<file path="src/rtl/opseq_pkg.sv">
// -----------------------------------------------------------------------------
// opseq_pkg
// Shared definitions for the operand pair sequencer and for any integration
// level that wires it to the ROM-operand multiply datapath.
//
// Contents:
//   opseq_state_t  - sequencer FSM state encoding (IDLE / RUN / FINISH)
//   OPSEQ_ADDR_W   - default ROM address width (also result buffer index width)
//   OPSEQ_DATA_W   - default datapath result width
//   OPSEQ_LATENCY  - default datapath latency in clock edges (legal 1..15)
//   OPSEQ_CNT_W    - width of the latency wait counter (covers 1..15)
// -----------------------------------------------------------------------------
package opseq_pkg;

  localparam int unsigned OPSEQ_ADDR_W  = 3;
  localparam int unsigned OPSEQ_DATA_W  = 8;
  localparam int unsigned OPSEQ_LATENCY = 2;
  localparam int unsigned OPSEQ_CNT_W   = 4;

  typedef enum logic [1:0] {
    ST_IDLE   = 2'd0,
    ST_RUN    = 2'd1,
    ST_FINISH = 2'd2
  } opseq_state_t;

endpackage : opseq_pkg

</file>
<file path="src/rtl/opseq_result_buf.sv">
// -----------------------------------------------------------------------------
// opseq_result_buf
// Result buffer of 2**ADDR_W entries x DATA_W bits with one valid bit per
// entry. Data words are never cleared; only the valid bits are, so a stale
// entry reads back its old data with rd_valid low until it is rewritten.
//
// Ports:
//   clk        in   system clock, rising edge
//   reset      in   synchronous active-high reset (valid bits only)
//   we         in   write strobe for entry idx
//   idx        in   write index
//   data       in   write data
//   clr_valid  in   clear every valid bit
//   rd_addr    in   read index
//   rd_data    out  combinational read of entry rd_addr
//   rd_valid   out  valid bit of entry rd_addr
// -----------------------------------------------------------------------------
module opseq_result_buf
  import opseq_pkg::*;
#(
  parameter int unsigned ADDR_W = OPSEQ_ADDR_W,
  parameter int unsigned DATA_W = OPSEQ_DATA_W
) (
  input  logic              clk,
  input  logic              reset,
  input  logic              we,
  input  logic [ADDR_W-1:0] idx,
  input  logic [DATA_W-1:0] data,
  input  logic              clr_valid,
  input  logic [ADDR_W-1:0] rd_addr,
  output logic [DATA_W-1:0] rd_data,
  output logic              rd_valid
);

  localparam int unsigned DEPTH = 1 << ADDR_W;

  logic [DATA_W-1:0] mem [DEPTH];
  logic [DEPTH-1:0]  valid;

  // NOTE: the data array has no reset; the valid bits alone say whether an
  // entry holds a result, so resetting the storage would only cost logic.
  always_ff @(posedge clk) begin
    if (we) begin
      mem[idx] <= data;
    end
  end

  // The sequencer never raises clr_valid and we on the same edge, but the set
  // is ordered last so a write would still win.
  always_ff @(posedge clk) begin
    if (reset) begin
      valid <= '0;
    end else begin
      if (clr_valid) begin
        valid <= '0;
      end
      if (we) begin
        valid[idx] <= 1'b1;
      end
    end
  end

  assign rd_data  = mem[rd_addr];
  assign rd_valid = valid[rd_addr];

endmodule : opseq_result_buf

</file>
<file path="src/rtl/operand_pair_sequencer.sv">
// -----------------------------------------------------------------------------
// operand_pair_sequencer
// Control stage in front of the ROM-operand multiply datapath. A start
// request launches a run of run_len address pairs (addr1, addr1+stride),
// with both addresses stepping by one per pair. Each pair is held for
// LATENCY edges, the datapath result is captured into the result buffer,
// and a one-cycle done pulse marks the end of the run.
//
// Build option:
//   OPERAND_PAIR_SEQ_ACCUM_EN - when defined, accum keeps a running sum of the
//   captured results (cleared on every accepted start and on reset); when
//   undefined, accum is tied to zero and no adder exists.
//
// Ports:
//   clk        in   system clock, rising edge
//   reset      in   synchronous active-high reset; aborts a run, no done pulse
//   start      in   run request, sampled only in IDLE
//   base_addr  in   first addr1 of the run (sampled with start)
//   stride     in   offset of addr2 from addr1 (sampled with start)
//   run_len    in   number of pairs, 0..2**ADDR_W (sampled with start)
//   rom_addr1  out  operand-1 ROM address (registered)
//   rom_addr2  out  operand-2 ROM address (registered)
//   result_in  in   datapath result
//   busy       out  high while a run is active
//   done       out  one-cycle pulse at run end
//   rd_addr    in   result buffer read index
//   rd_data    out  combinational read of buffer[rd_addr]
//   rd_valid   out  valid bit of buffer[rd_addr]
//   accum      out  running sum of captured results (see build option)
// -----------------------------------------------------------------------------
module operand_pair_sequencer
  import opseq_pkg::*;
#(
  parameter int unsigned ADDR_W  = OPSEQ_ADDR_W,
  parameter int unsigned DATA_W  = OPSEQ_DATA_W,
  parameter int unsigned LATENCY = OPSEQ_LATENCY
) (
  input  logic                clk,
  input  logic                reset,
  input  logic                start,
  input  logic [ADDR_W-1:0]   base_addr,
  input  logic [ADDR_W-1:0]   stride,
  input  logic [ADDR_W:0]     run_len,
  output logic [ADDR_W-1:0]   rom_addr1,
  output logic [ADDR_W-1:0]   rom_addr2,
  input  logic [DATA_W-1:0]   result_in,
  output logic                busy,
  output logic                done,
  input  logic [ADDR_W-1:0]   rd_addr,
  output logic [DATA_W-1:0]   rd_data,
  output logic                rd_valid,
  output logic [2*DATA_W-1:0] accum
);

  localparam logic [OPSEQ_CNT_W-1:0] WAIT_INIT = OPSEQ_CNT_W'(LATENCY);

  opseq_state_t state, state_nxt;

  logic [ADDR_W-1:0]      addr1_q, addr1_nxt;
  logic [ADDR_W-1:0]      addr2_q, addr2_nxt;
  logic [ADDR_W-1:0]      idx_q, idx_nxt;
  logic [ADDR_W:0]        len_q, len_nxt;
  logic [OPSEQ_CNT_W-1:0] wait_q, wait_nxt;
  logic                   busy_q, busy_nxt;
  logic                   done_q, done_nxt;

  logic accept_start;
  logic capture;
  logic last_pair;
  logic buf_we;
  logic buf_clr;

  // len_q is at least 1 whenever RUN is active, so the subtraction never wraps
  // while the comparison matters.
  assign last_pair = ({1'b0, idx_q} == (len_q - 1'b1));

  // ---------------------------------------------------------------------------
  // Next-state and datapath control
  // ---------------------------------------------------------------------------
  // NOTE: every signal written here gets a hold/idle default before the case,
  // so no path through the block leaves a value unassigned and no latch forms.
  always_comb begin
    state_nxt    = state;
    addr1_nxt    = addr1_q;
    addr2_nxt    = addr2_q;
    idx_nxt      = idx_q;
    len_nxt      = len_q;
    wait_nxt     = wait_q;
    busy_nxt     = busy_q;
    done_nxt     = 1'b0;
    accept_start = 1'b0;
    capture      = 1'b0;
    buf_we       = 1'b0;
    buf_clr      = 1'b0;

    unique case (state)
      ST_IDLE: begin
        if (start) begin
          accept_start = 1'b1;
          buf_clr      = 1'b1;
          if (run_len != '0) begin
            len_nxt   = run_len;
            idx_nxt   = '0;
            addr1_nxt = base_addr;
            addr2_nxt = base_addr + stride;
            wait_nxt  = WAIT_INIT;
            busy_nxt  = 1'b1;
            state_nxt = ST_RUN;
          end else begin
            // Empty run: straight to the done pulse, addresses untouched.
            state_nxt = ST_FINISH;
          end
        end
      end

      ST_RUN: begin
        wait_nxt = wait_q - 1'b1;
        if (wait_q == 1'd1) begin
          capture = 1'b1;
          buf_we  = 1'b1;
          if (last_pair) begin
            state_nxt = ST_FINISH;
          end else begin
            idx_nxt   = idx_q + 1'b1;
            addr1_nxt = addr1_q + 1'b1;
            addr2_nxt = addr2_q + 1'b1;
            wait_nxt  = WAIT_INIT;
          end
        end
      end

      ST_FINISH: begin
        done_nxt  = 1'b1;
        busy_nxt  = 1'b0;
        state_nxt = ST_IDLE;
      end

      default: begin
        state_nxt = ST_IDLE;
        busy_nxt  = 1'b0;
      end
    endcase
  end

  // ---------------------------------------------------------------------------
  // State register
  // ---------------------------------------------------------------------------
  // NOTE: clocked blocks use non-blocking assignments only, so every register
  // samples the pre-edge values regardless of block evaluation order.
  always_ff @(posedge clk) begin
    if (reset) begin
      state <= ST_IDLE;
    end else begin
      state <= state_nxt;
    end
  end

  always_ff @(posedge clk) begin
    if (reset) begin
      addr1_q <= '0;
      addr2_q <= '0;
      idx_q   <= '0;
      len_q   <= '0;
      wait_q  <= '0;
      busy_q  <= 1'b0;
      done_q  <= 1'b0;
    end else begin
      addr1_q <= addr1_nxt;
      addr2_q <= addr2_nxt;
      idx_q   <= idx_nxt;
      len_q   <= len_nxt;
      wait_q  <= wait_nxt;
      busy_q  <= busy_nxt;
      done_q  <= done_nxt;
    end
  end

  assign rom_addr1 = addr1_q;
  assign rom_addr2 = addr2_q;
  assign busy      = busy_q;
  assign done      = done_q;

  // ---------------------------------------------------------------------------
  // Running sum of captured results
  // ---------------------------------------------------------------------------
`ifdef OPERAND_PAIR_SEQ_ACCUM_EN
  logic [2*DATA_W-1:0] accum_q, accum_nxt;

  always_comb begin
    accum_nxt = accum_q;
    if (accept_start) begin
      accum_nxt = '0;
    end else if (capture) begin
      accum_nxt = accum_q + {{DATA_W{1'b0}}, result_in};
    end
  end

  always_ff @(posedge clk) begin
    if (reset) begin
      accum_q <= '0;
    end else begin
      accum_q <= accum_nxt;
    end
  end

  assign accum = accum_q;
`else
  assign accum = '0;
`endif

  // ---------------------------------------------------------------------------
  // Result buffer
  // ---------------------------------------------------------------------------
  opseq_result_buf #(
    .ADDR_W (ADDR_W),
    .DATA_W (DATA_W)
  ) u_result_buf (
    .clk       (clk),
    .reset     (reset),
    .we        (buf_we),
    .idx       (idx_q),
    .data      (result_in),
    .clr_valid (buf_clr),
    .rd_addr   (rd_addr),
    .rd_data   (rd_data),
    .rd_valid  (rd_valid)
  );

endmodule : operand_pair_sequencer

</file>
<file path="config.mk">
export PLATFORM = sky130hd
export DESIGN_NAME = operand_pair_sequencer
export DESIGN_NICKNAME = d
export VERILOG_FILES = /design/src/rtl/opseq_pkg.sv /design/src/rtl/opseq_result_buf.sv /design/src/rtl/operand_pair_sequencer.sv
export SDC_FILE = /design/constraint.sdc
export NUM_CORES = 1
export LEC_CHECK = 0
export BUFFER_PORTS_ARGS = -buffer_cell sky130_fd_sc_hd__buf_4
export CAP_MARGIN = 25
export CORE_ASPECT_RATIO = 0.8
export CORE_UTILIZATION = 52
export CTS_BUF_LIST = sky130_fd_sc_hd__clkbuf_16
export DETAILED_ROUTE_END_ITERATION = 10
export PLACE_DENSITY = 0.76
export SYNTH_ARGS = -nofsm -noshare
export SYNTH_HDL_FRONTEND = slang
export SYNTH_SLANG_ARGS = --single-unit
</file>
<file path="constraint.sdc">
create_clock -name clk -period 2.3 [get_ports clk]
set_input_delay 0.46 -clock clk [delete_from_list [all_inputs] [get_ports clk]]
set_output_delay 0.46 -clock clk [all_outputs]
set_load 0.01 [all_outputs]
</file>
# After elaboration in Yosys (flattened, before gate mapping)
# Memory sizes are Yosys's and may differ from the RTL's.
# Index checks and enable logic that the tools add are counted.
# word_totals
regBits	29
latchBits	0
ramBits	64
romBits	0
input_bits	24
output_inout_bits	33
word_cells	81
mem_count	1
# memory_table
name	words	width	read_ports	rd_ports_with_merged_regs	write_ports	line_no	rtl
u_result_buf.mem	8	8	1	0	1	opseq_result_buf.sv:37	logic [DATA_W-1:0] mem [DEPTH];
# classes
addsub	6
n_mul	0
div	0
order_cmp	3
eq_ne	9
shift	0
n_mux	42
n_bitwise	2
n_reduce_logical	9
# op_table
cell	count
$mux W3	12
$mux W8	3
$pmux W3 S2	3
$mux W4	4
$reduce_and A3 Y1	4
$mux W1	11
$ne A2 B2 Y1 const B	5
$add A3 B1 Y3 const B	3
$lt A3 B4 Y1 const B	2
$mux W2	4
$or A8 B8 Y8	1
$pmux W4 S2	1
$sub A4 B1 Y4 const B	2
$reduce_and A5 Y1	1
$eq A3 B4 Y1	1
$eq A4 B1 Y1 const B	1
$pmux W2 S2	1
$reduce_bool A4 Y1	1
$add A3 B3 Y3	1
$bmux W1 S3	1
$demux W1 S3	1
$ge A3 B1 Y1 const B	1
$eq A2 B1 Y1 const B	1
$eq A2 B2 Y1 const B	1
5 further kinds	5

# Logic depth before layout (Yosys ltp)
# Gate-level depths: netlist of run 1.
# logic_depth
word_depth	6
ltp_mapped	7
depth_no_buf	7

# By module
# Synthesis of run 1 repeated with hierarchy kept, for this count alone.
# hier_totals
cells_unflattened	294
hier_area_um2	4262.8
# modules_own_cells
mod	instances	cells_per_inst	area_per_inst_um2	seq_area_each_um2
opseq_result_buf	1	137	2900.3	2082.0
operand_pair_sequencer	1	157	1362.6	420.4

# Worst setup path after synthesis of run 1
# OpenSTA, ideal clock, no wires.
# synth_timing
kind	input-to-output
from	in rd_addr[0]
to	out rd_data[0]
arrival_ns	1.837
t_required_ns	1.840
path_slack_ns	0.003
stages	4
path_buffers	2
cell_sequence	buf_2 -> buf_2 -> mux4_2 -> mux2_2
# synth_between
elab_chain_len	1
# synth_lines
item	line_no	rtl
from (decl)	operand_pair_sequencer.sv:49	input logic [ADDR_W-1:0] rd_addr,
$mem_v2 Z8 W8	n/a	
to (decl)	operand_pair_sequencer.sv:50	output logic [DATA_W-1:0] rd_data,
# No other way between the ends.

# Final worst setup path of run 1
# layout_timing
from	reg wait_q[1]
to	mem u_result_buf.mem[1][4] (netlist name) (enable)
# layout_between
elab_chain_len	5
# layout_lines
item	line_no	rtl
from (decl)	operand_pair_sequencer.sv:63	logic [OPSEQ_CNT_W-1:0] wait_q, wait_nxt;
from (signal assigned)	operand_pair_sequencer.sv:172	wait_q <= wait_nxt;
$eq A4 B1 Y1	operand_pair_sequencer.sv:118	if (wait_q == 1'd1) begin
$mux W1	operand_pair_sequencer.sv:118	
$mux W1	operand_pair_sequencer.sv:96	unique case (state)
$mux W1	opseq_result_buf.sv:43	if (we) begin
$mux W1 (not written as such)	opseq_result_buf.sv:44	mem[idx] <= data;
to (decl)	opseq_result_buf.sv:37	
# No other way between the ends.

==> results of run 1 <==
## flip-flops by register name, indices dropped and copies added (netlist names)
signal              flops
busy                    1
done                    1
idx_q                   3
len_q                   4
rom_addr1               3
rom_addr2               3
state                   2
u_result_buf.mem       64
u_result_buf.valid      8
wait_q                  4
## critical path, stage by stage, from the launching register on
cell and delay, ns:
dfxtp_1 0.33, inv_1 0.08, ha_1 0.15, or3b_4 0.44, nor2_4 0.17, nand2_1 0.10
or3_1 0.38, inv_1 0.12, buf_12 0.14
## kinds of logic after synthesis
| family | synth area share |
|---|---|
| buf+inv | 0.0557 |
| mux | 0.121 |
| xor+xnor | 0.0143 |
| compound gates | 0.0822 |
| flops | 0.596 |
| other cells | 0.000893 |
| simple gates | 0.105 |
| fa+ha+maj | 0.0256 |
## final cells by class
| type | instances | area, sq um |
|---|---|---|
| Clock buffer | 9 | 225 |
| Clock inverter | 7 | 87.6 |
| Fill cell | 543 | 2580 |
| Inverter | 9 | 33.8 |
| Multi-Input combinational cell | 176 | 1530 |
| Sequential cell | 93 | 2500 |
| Tap cell | 105 | 131 |
| Timing Repair Buffer | 60 | 513 |
## how the worst max path moves through the flow
stage / slack, ns / depth (start not counted) / end
after floorplan: 0.003 / 4 / rd_data[0]
after global placement: 0.18 / 5 / rd_data[2]
after detailed placement: 0.17 / 5 / rd_data[4]
after CTS: 0.12 / 8 / u_result_buf.mem[1][4]$_DFFE_PP_
after global routing: 0.003 / 8 / u_result_buf.mem[1][3]$_DFFE_PP_
final: 0.10 / 8 / u_result_buf.mem[1][4]$_DFFE_PP_
## placed cells by master, fill, tap and decap left out, types with 2 or more instances in the layout
cell type and instances:
or3_1 2, nor3b_1 3, buf_12 5, clkinvlp_4 2, mux4_2 18, xnor2_1 2
edfxtp_1 64, dfxtp_1 29, inv_1 9, nand2_1 11, nor2b_1 2, nor2_1 15
buf_4 55, nor3_1 8, nand3_1 8, clkbuf_16 9, xor2_1 3, a22oi_1 5
a31oi_1 5, mux2_2 9, nand3b_1 2, nor4_1 2, a2bb2oi_1 4, inv_8 3
nand2b_1 8, ha_1 7, conb_1 16, a21oi_1 17, or4_1 2
## metal layers
| metal | up-vias | track usage | routed length [um] |
|---|---|---|---|
| met5 | - | 0 | 0 |
| met3 | 6 | 0.0488 | 385 |
| met2 | 74 | 0.306 | 3770 |
| li1 | 1202 | - | - |
| met1 | 1246 | 0.271 | 3630 |
| met4 | 0 | 0.0771 | 58 |
## through the flow
stage | hold slack [ns] | area (sq um)
floorplan | 0.433 | 4260
global placement | 0.455 | 4710
detailed placement | 0.462 | 4710
CTS | 0.342 | 5020
global route | 0.351 | 5020
finish | 0.355 | 5020
## power groups by stage
| stage | Combinational [uW] | Sequential [uW] | Clock (uW) |
|---|---|---|---|
| 6_report | 418 | 1860 | 1530 |
| 5_1_grt | 457 | 1870 | 1610 |
| 4_1_cts | 418 | 1860 | 1560 |
| 3_5_place_dp | 415 | 1900 | 0 |
| 3_3_place_gp | 408 | 1900 | 0 |
| 2_1_floorplan | 280 | 1900 | 0 |
==> results.md, run 1 <==
- Run status: finished, final reports clean
- Hold Path Stages: 1
- CTS clock-pin slew for the worst setup and hold paths: around 0.07 ns
- Kind of end point of the critical path: flip-flop
- Core footprint: 7600 sq um
- Library cell used as clock root buffer: clkbuf_16
- Fraction of power consumed by the clock network: 0.402
- Total negative slack: 0 ns
- Top Ports: 57
- Number of vias in the routed layout: 2,528
- Setup violation total in the final timing report: 0
- Growth of design area from synthesis to finish: 19.5%
- First-pass GRT wire length: 12,000 um
- Count of nets left with antenna violations after detail routing: 0
- Iter 0 DRT Violations: about 180
- TritonCTS Sinks: 93
- Setup slack at placement: 0.165 ns
- Crit path required time: 2.35 ns
- Count of nets after finishing: approximately 380
- Number of iterations in the first detailed-routing pass: 5
- Final min period: 2.20 ns
- Antenna cells: 0
- Origin of the critical flop-to-flop path: wait_q[1]$_SDFFE_PP0P_
- Total net switching power: 919 uW
- DIE WIDTH: ~100 um
- Static leakage: 0.00182 uW
- Worst setup slack for register-to-register paths: ~0.10 ns
- PwrDens: about 760 nW/um^2
- Number of buffers inserted to repair setup after CTS: 0
- DRC viols: 0
- Quantity of gates resized following cts: 0
- EDFF count, synth: 64
- Sequential fraction of the synthesis area: 0.596
- Critical path origin: wait_q[1]$_SDFFE_PP0P_
- Routability Congestion: 0.795
- Antenna violations before repair: 0
- Pwr Total: between 3000 and 4000 uW
- Worst Min Path Start: result_in[5]
- Max H-tree Level: 3
- Drt via density: 5.51
- Internal Power: between 2000 and 3000 uW
- Final count of hold timing violations: 0
- Fraction of synthesis flops using an asynchronous set or reset pin: 0
- Post-route insts no fill: 459
- Number of cells after detailed placement: between 400 and 500
- #FFs+latches synth: 93
- Initial core utilization: 0.553
- Switching Share: 0.241
- Die Span Y: 82.4 um
- Total wire length after detailed routing: 7850 um
- Maximum ir drop on the vdd rail: 0.410 mV
- Post-Syn Instances: 294
- Normalized max-slew margin: 0.649
- Kind of launch point of the worst setup path: flip-flop
- Via count of the first global-routing pass: 2,343
- Worst Slack Setup Final: 0.101 ns
- Maximum count of clock buffers along a single path: 2
- Sequential share of power: 0.489
- Most frequent cell after synthesis: edfxtp_1
- Ys flop type: edfxtp_1
- Util after Layout: 0.660
- Combinational share of power: 0.110
- Unrepaired setup endpoints after global routing: no
- Maximum fanout along the worst path: 8
- Portion of the clock cycle consumed by the worst path in the final layout: 0.956
- Placement Rows: 28
- Cell types occupying the most area after synthesis: edfxtp_1 (46%), dfxtp_1 (14%), mux4_2 (9.7%), buf_4 (2.9%), mux2_2 (2.4%)
- Clock Latency Late Sink: between 0.3 and 0.4 ns
- Slew at the pin closest to its max-slew limit: 0.523 ns
- Total standard cell area after synthesis: 4200 sq um
- Max-slew violations: 0
- Total global routing track utilization: 0.198
- Reported max-cap violation count: 0
- Largest net degree at the start of global routing: 34
- Die Outline Area: roughly 8400 sq um
- Fraction of layout instances using a drive strength above 1: 0.331
- Mean area per synthesized cell: 14.3 sq um
- Most numerous cell types in the synthesized netlist: edfxtp_1 (64), dfxtp_1 (29), mux4_2 (18)
- Skew final: ~0.0078 ns
- Detailed Place HPWL: 5260 um
- Area share of the largest cell type after synthesis: 0.458
- Highest achievable clock rate: between 0.4 and 0.5 GHz
- Wire length per cell after detailed routing: between 15 and 20 um
- Endpoint of the worst hold path: u_result_buf.mem[4][5]$_DFFE_PP_
- CTS Buf Count: 9
- Yosys top cell by area: edfxtp_1
- Synth warnings: 0
- TritonCTS clock tree: yes
- Worst flop-to-flop path endpoint: u_result_buf.mem[1][4]$_DFFE_PP_
- Number of buffers inserted by hold repair at cts: 0
- Total congestion overflow after global routing: 0
- Crit Path Class: reg2reg
- Crit path DAT: 2.25 ns
- Cells on worst reg2reg path: 8
- Type of the worst min-delay path: in2reg
- Synth cell types: 55
- Total of buffers placed on input and output ports: 40
Power figures use the tool's default switching activity.
==> inputs of run 2 (changes only) <==
--- a/config.mk
+++ b/config.mk
@@ -12,6 +12,8 @@
 export CTS_BUF_LIST = sky130_fd_sc_hd__clkbuf_16
 export DETAILED_ROUTE_END_ITERATION = 10
 export PLACE_DENSITY = 0.76
+export SLEW_MARGIN = 10
 export SYNTH_ARGS = -nofsm -noshare
 export SYNTH_HDL_FRONTEND = slang
+export SYNTH_HIERARCHICAL = 1
 export SYNTH_SLANG_ARGS = --single-unit
==> run 2 against run 1 <==
Net effect:
- first-iteration DRC count shrank 6.6%
- critical path type unchanged
- non-clock buffer count down 10
- maximum frequency down 1.8%
- core utilization decreased by 3.6 points
- via count fell by 1.6%
==> results.md, run 2 <==
- Run status: finished, final reports clean
- Worst flop-to-flop path endpoint: u_result_buf/mem[0][3]$_DFFE_PP_
- Placement Rows: 29 (+3.6%)
- Routability Congestion: 0.761 (-4.3%)
- Number of buffers inserted by hold repair at cts: 0 (unchanged)
- Die Span Y: 83.0 um (+0.72%)
- Area share of the largest cell type after synthesis: 0.451 (-0.00671)
- Synth cell types: 55 (unchanged)
- Crit path DAT: 2.29 ns (+0.04 ns)
- Fraction of layout instances using a drive strength above 1: 0.246 (-0.0848)
- Growth of design area from synthesis to finish: 16.3%
- CTS clock-pin slew for the worst setup and hold paths: 0.07 ns (about the same)
- Count of nets after finishing: 373 (-2.1%)
- Wire length per cell after detailed routing: 16.9 um (-1.1%)
- Final count of hold timing violations: 0 (unchanged)
- Mean area per synthesized cell: 14.5 sq um (+1.5%)
- Count of nets left with antenna violations after detail routing: 0 (unchanged)
- Pwr Total: 3740 uW (-2.1%)
- Largest registers: u_result_buf/mem: 64 flops, u_result_buf/valid: 8 flops
- Most numerous cell types in the synthesized netlist: edfxtp_1 (64), dfxtp_1 (29), inv_1 (20)
- Detailed Place HPWL: 5160 um (-1.9%)
- Setup violation total in the final timing report: 0 (unchanged)
- Crit path required time: 2.35 ns (about the same)
- Total of buffers placed on input and output ports: 40 (unchanged)
- Maximum ir drop on the vdd rail: 0.518 mV (+26%)
- Kind of end point of the critical path: flip-flop
- Crit Path Class: reg2reg
- Maximum count of clock buffers along a single path: 2 (unchanged)
- Post-Syn Instances: 294 (unchanged)
- Unrepaired setup endpoints after global routing: no
- Sequential fraction of the synthesis area: 0.587 (-0.00874)
- Final-layout worst hold slack: 0.354 ns (-0.000498 ns)
- Total wire length after detailed routing: 7680 um (-2.1%)
- Most used cells in the layout excluding fill and tap cells: edfxtp_1 (64), buf_4 (49), dfxtp_1 (29)
- Static leakage: 0.00190 uW (+4.5%)
- Total congestion overflow after global routing: 0 (unchanged)
- Library cell used as clock root buffer: clkbuf_16
- CTS Buf Count: 9 (unchanged)
- Antenna violations before repair: 0 (unchanged)
- Cell types occupying the most area after synthesis: edfxtp_1 (45%), dfxtp_1 (14%), mux4_1 (11%), buf_4 (2.8%), mux2_2 (2.4%)
- #FFs+latches synth: 93 (unchanged)
- Kind of launch point of the worst setup path: flip-flop
- Fraction of synthesis flops using an asynchronous set or reset pin: 0 (unchanged)
- Worst Min Path Start: result_in[2]
- Multi-input logic area: 1540 sq um (+0.90%)
- Portion of the clock cycle consumed by the worst path in the final layout: 0.974 (+0.0179)
- Top reg by flops: u_result_buf/mem
- PwrDens: 753 nW/um^2 (-0.85%)
- Highest achievable clock rate: 0.446 GHz (-1.8%)
- Synth warnings: 6 (+6)
- Initial core utilization: 0.536 (-0.0161)
- Number of buffers inserted to repair setup after CTS: 0 (unchanged)
- Maximum fanout along the worst path: 8 (unchanged)
- Hold Path Stages: 1 (unchanged)
- Setup slack at placement: 0.0683 ns (-0.0968 ns)
- Die Outline Area: 8570 sq um (+1.5%)
- Max FFs per register: 64 (unchanged)
- DRC viols: 0 (unchanged)
- TritonCTS Sinks: 93 (unchanged)
- Skew final: 0.00626 ns (-0.00157 ns)
- Most frequent cell after synthesis: edfxtp_1
- Util after Layout: 0.624 (-0.0363)
- Ys flop type: edfxtp_1
- Via count of the first global-routing pass: 2,377 (+1.5%)
- First-pass GRT wire length: 12,100 um (+0.46%)
- Origin of the critical flop-to-flop path: wait_q[1]$_SDFFE_PP0P_
- Number of iterations in the first detailed-routing pass: 4 (-1)
- Total global routing track utilization: 0.195 (-0.00312)
- Iter 0 DRT Violations: 169 (-6.6%)
- Endpoint of the worst hold path: u_result_buf/mem[7][2]$_DFFE_PP_
- Max-slew violations: 0 (unchanged)
- Commonest non-fill, non-tap cell in the layout: edfxtp_1
- Top Ports: 57 (unchanged)
- Drt via density: 5.48 (-0.54%)
- Final min period: 2.24 ns (+0.0411 ns)
- Antenna cells: 0 (unchanged)
- Largest net degree at the start of global routing: 35 (+2.9%)
- Worst setup slack for register-to-register paths: 0.06 ns (-0.04 ns)
- Worst Slack Setup Final: 0.0602 ns (-0.0411 ns)
- Cells on worst reg2reg path: 7 (-1)
- Seq. cell area: 2500 sq um (unchanged)
- TritonCTS clock tree: yes
- Number of fillers in the final layout: 564 (+3.9%)
- Reported max-cap violation count: 0 (unchanged)
- Total negative slack: 0 ns (unchanged)
- Max H-tree Level: 3 (unchanged)
- EDFF count, synth: 64 (unchanged)
- Clock Latency Late Sink: 0.33 ns (about the same)
- Number of vias in the routed layout: 2,487 (-1.6%)
- Yosys top cell by area: edfxtp_1
- Core footprint: 7950 sq um (+4.5%)
- Type of the worst min-delay path: in2reg
- DIE WIDTH: 103 um (+0.73%)
- Total standard cell area after synthesis: 4260 sq um (+1.5%)
## run 2: repair_timing
| item | 4_1_cts | 5_1_grt |
|---|---|---|
| hold endpoints to repair | 0 | 0 |
| resized for setup | 0 | 1 |
| setup endpoints to repair | 0 | 8 |
## run 2: how the worst max path moves through the flow
| stage | slack [ns] | cells past startpoint | to | startpoint |
|---|---|---|---|---|
| after floorplan | 0.03 | 5 | u_result_buf/mem[0][0]$_DFFE_PP_ | wait_q[0]$_SDFFE_PP0P_ |
| after global placement | 0.08 | 4 | rd_data[6] | rd_addr[0] |
| after detailed placement | 0.07 | 4 | rd_data[6] | rd_addr[0] |
| after CTS | 0.06 | 7 | u_result_buf/mem[0][1]$_DFFE_PP_ | wait_q[1]$_SDFFE_PP0P_ |
| after global routing | 0.02 | 7 | u_result_buf/mem[0][2]$_DFFE_PP_ | wait_q[1]$_SDFFE_PP0P_ |
| final | 0.06 | 7 | u_result_buf/mem[0][3]$_DFFE_PP_ | wait_q[1]$_SDFFE_PP0P_ |
## run 2: per-stage QoR
step           cells  cell area, sq um
4_1_cts          454              4960
2_1_floorplan    309              4320
3_3_place_gp     438              4640
5_1_grt          454              4960
6_report         454              4960
3_5_place_dp     438              4640
## run 2: cell type report
type / count / area share
timing repair buffer: 50 / 0.0782
sequential: 93 / 0.505
inverter: 20 / 0.0151
multi-input combinational: 167 / 0.311
tap: 108 / 0.0273
clock inverter: 7 / 0.0187
clock buffer: 9 / 0.0454
## run 2: power by group
part           switching [uW]  leakage [uW]  internal (uW)
registers                30.8      0.000812           1820
logic                     183      0.000942            183
clock network             654      0.000149            870
total                     868       0.00190           2870
## run 2: cell families after synthesis
kind of cell	Yosys count	synth area share
buf+inv	49	0.0655
fa+ha+maj	8	0.0252
compound gates	40	0.0616
xor+xnor	6	0.0194
other cells	1	0.000880
simple gates	68	0.101
flops	93	0.587
mux	29	0.140
## run 2: worst max-delay path, stage by stage, from the launching register on
cell,delay (ns)
dfxtp_1,0.31
inv_1,0.11
ha_1,0.16
or3b_1,0.40
nor2_2,0.12
or4b_2,0.63
inv_2,0.11
buf_12,0.13
## run 2: layer usage
layer	wire length, um	track usage	share of wire	vias to the layer above
li1	-	-	-	1181
met2	3740	0.297	0.49	62
met5	0	0	0	-
met3	300	0.0513	0.039	4
met4	51	0.0602	0.0066	0
met1	3590	0.274	0.47	1240
==> inputs of run 3 (changes only) <==
--- a/config.mk
+++ b/config.mk
@@ -12,8 +12,10 @@
 export CTS_BUF_LIST = sky130_fd_sc_hd__clkbuf_16
 export DETAILED_ROUTE_END_ITERATION = 10
 export PLACE_DENSITY = 0.76
+export SETUP_SLACK_MARGIN = 0.2
 export SLEW_MARGIN = 10
 export SYNTH_ARGS = -nofsm -noshare
 export SYNTH_HDL_FRONTEND = slang
 export SYNTH_HIERARCHICAL = 1
 export SYNTH_SLANG_ARGS = --single-unit
+export TNS_END_PERCENT = 30
==> run 3 against run 2 <==
Net effect:
- register-to-register slack gained 0.14 ns
- worst hold slack worse by 0.0051 ns
- die area is the same
- cell area up 1.3%
- sequential share of layout area down 0.53 points
==> results.md, run 3 (synthesis results as in run 2) <==
- Core footprint: 7950 sq um (unchanged)
- Count of nets left with antenna violations after detail routing: 0 (unchanged)
- Antenna cells: 0 (unchanged)
- Reported max-cap violation count: 0 (unchanged)
- Highest achievable clock rate: 0.471 GHz (+5.5%)
- PwrDens: 746 nW/um^2 (-1.1%)
- Via count of the first global-routing pass: 2,364 (-0.55%)
- Skew final: 0.00598 ns (-0.000284 ns)
- TritonCTS Sinks: 93 (unchanged)
- Fraction of power consumed by the clock network: 0.404 (-0.004)
- Number of buffers inserted by hold repair at cts: 0 (unchanged)
- Library cell used as clock root buffer: clkbuf_16
- Max H-tree Level: 3 (unchanged)
- Crit Path Class: reg2out
- Detailed Place HPWL: 5100 um (-1.1%)
- Maximum ir drop on the vdd rail: 0.465 mV (-10%)
- Total global routing track utilization: 0.200 (+0.00570)
- Die Outline Area: 8570 sq um (unchanged)
- Number of fillers in the final layout: 572 (+1.4%)
- Seq. cell area: 2510 sq um (+0.20%)
- Commonest non-fill, non-tap cell in the layout: edfxtp_1
- Max-slew violations: 0 (unchanged)
- Crit path max-delay family: multiplexers
- Sequential share of power: 0.493 (about the same)
- Portion of the clock cycle consumed by the worst path in the final layout: 0.923 (-0.0512)
- Top reg by flops: u_result_buf/mem
- Max incr delay on CP: 0.50 ns (-0.13 ns)
- Type of the worst min-delay path: in2reg
- Drt via density: 5.47 (-0.24%)
- Total negative slack: 0 ns (unchanged)
- Initial core utilization: 0.536 (unchanged)
- Total net switching power: 864 uW (-0.48%)
- Critical path buffer and inverter count: 1 (-2)
- Placement Rows: 29 (unchanged)
- Kind of launch point of the worst setup path: flip-flop
- Antenna violations before repair: 0 (unchanged)
- First-pass GRT wire length: 12,400 um (+2.6%)
- Unrepaired setup endpoints after global routing: yes
- Run status: finished, final reports clean
- Crit path required time: 1.84 ns (-0.51 ns)
- Kind of end point of the critical path: output pin
- Final count of hold timing violations: 0 (unchanged)
- Routability Congestion: 0.773 (+1.5%)
- Switching Share: 0.231 (-0.00157)
- Final-layout worst hold slack: 0.349 ns (-0.00514 ns)
- TritonCTS clock tree: yes
- Multi-input logic area: 1550 sq um (+0.32%)
- CTS Buf Count: 9 (unchanged)
- Count of nets after finishing: 377 (+1.1%)
- Maximum count of clock buffers along a single path: 2 (unchanged)
- Die Span Y: 83.0 um (unchanged)
- Total wire length after detailed routing: 7850 um (+2.3%)
- Maximum fanout along the worst path: 1 (-7)
- Setup violation total in the final timing report: 0 (unchanged)
- Crit path DAT: 1.66 ns (-0.63 ns)
- DIE WIDTH: 103 um (unchanged)
- Critical path origin: u_result_buf/mem[4][3]$_DFFE_PP_
- Iter 0 DRT Violations: 135 (-20%)
- Wire length per cell after detailed routing: 17.1 um (+1.4%)
- Growth of design area from synthesis to finish: 17.8%
- Fraction of layout instances using a drive strength above 1: 0.300 (+0.0543)
- Number of vias in the routed layout: 2,503 (+0.64%)
- Origin of the critical flop-to-flop path: wait_q[1]$_SDFFE_PP0P_
- Internal Power: 2880 uW (+0.40%)
- CTS clock-pin slew for the worst setup and hold paths: 0.07 ns (about the same)
- Critical path cell sequence: mux4_2 > mux2_4 > buf_6
- Slowest CP cell: mux4_2
- Final min period: 2.12 ns (-0.118 ns)
- Static leakage: 0.00189 uW (-0.92%)
- Combinational share of power: 0.103 (+0.005)
- Worst Min Path Start: result_in[7]
- Clock Latency Late Sink: 0.34 ns (about the same)
- Largest net degree at the start of global routing: 35 (unchanged)
- DRC viols: 0 (unchanged)
- Top Ports: 57 (unchanged)
- Total congestion overflow after global routing: 0 (unchanged)
- Number of iterations in the first detailed-routing pass: 4 (unchanged)
- Total of buffers placed on input and output ports: 40 (unchanged)
- Most used cells in the layout excluding fill and tap cells: edfxtp_1 (64), buf_4 (51), dfxtp_1 (27)
- Max FFs per register: 64 (unchanged)
- Largest registers: u_result_buf/mem: 64 flops, u_result_buf/valid: 8 flops
[run 3: what timing repair did]
action,CTS,global route
setup endpoints to repair,21,68
resized for setup,11,17
pin swaps,1,2
setup buffers,1,2
[run 3: cell type report]
type	instances	area share
Sequential cell	93	0.499
Inverter	20	0.0189
Clock buffer	9	0.0449
Multi-Input combinational cell	167	0.308
Timing Repair Buffer	54	0.0847
Clock inverter	7	0.0174
Tap cell	108	0.0269
[run 3: worst reg2reg max path, cell delays in order (launching register included)]
cell	delay [ns]
dfxtp_2	0.32
inv_2	0.08
ha_4	0.12
or3b_4	0.41
nor2_4	0.23
or4b_4	0.55
clkinv_8	0.11
[run 3: power groups by stage]
stage	Sequential, uW	Combinational, uW	Clock (uW)
2_1_floorplan	1880	254	0
3_3_place_gp	1880	354	0
3_5_place_dp	1880	366	0
4_1_cts	1840	375	1540
5_1_grt	1850	425	1620
6_report	1840	386	1510
[run 3: per-layer routing]
layer,global-route usage,vias to the layer above,wire length [um]
met3,0.0606,12,490
met1,0.280,1229,3440
li1,-,1190,-
met2,0.296,72,3790
met5,0,-,0
met4,0.0755,0,128
[run 3: through the flow]
| step | std cells | area (sq um) | setup WS (ns) | total power, uW | utilization |
|---|---|---|---|---|---|
| 2_1_floorplan | 309 | 4340 | 0.304 | 2140 | - |
| 3_3_place_gp | 439 | 4650 | 0.0917 | 2230 | 0.585 |
| 3_5_place_dp | 439 | 4650 | 0.0811 | 2250 | 0.585 |
| 4_1_cts | 456 | 4980 | 0.169 | 3760 | 0.627 |
| 5_1_grt | 458 | 5020 | 0.126 | 3900 | 0.632 |
| 6_report | 458 | 5020 | 0.178 | 3740 | 0.632 |
[run 3: final timing paths]
| check | endpoint | depth (start not counted) | slack [ns] |
|---|---|---|---|
| worst max-delay path | rd_data[3] | 3 | 0.18 |
| worst min-delay path | u_result_buf/mem[7][7]$_DFFE_PP_ | 1 | 0.35 |
| worst max register to register | u_result_buf/mem[0][7]$_DFFE_PP_ | 6 | 0.20 |
| worst min register to register | u_result_buf/valid[6]$_SDFF_PP0_ | 2 | 0.48 |
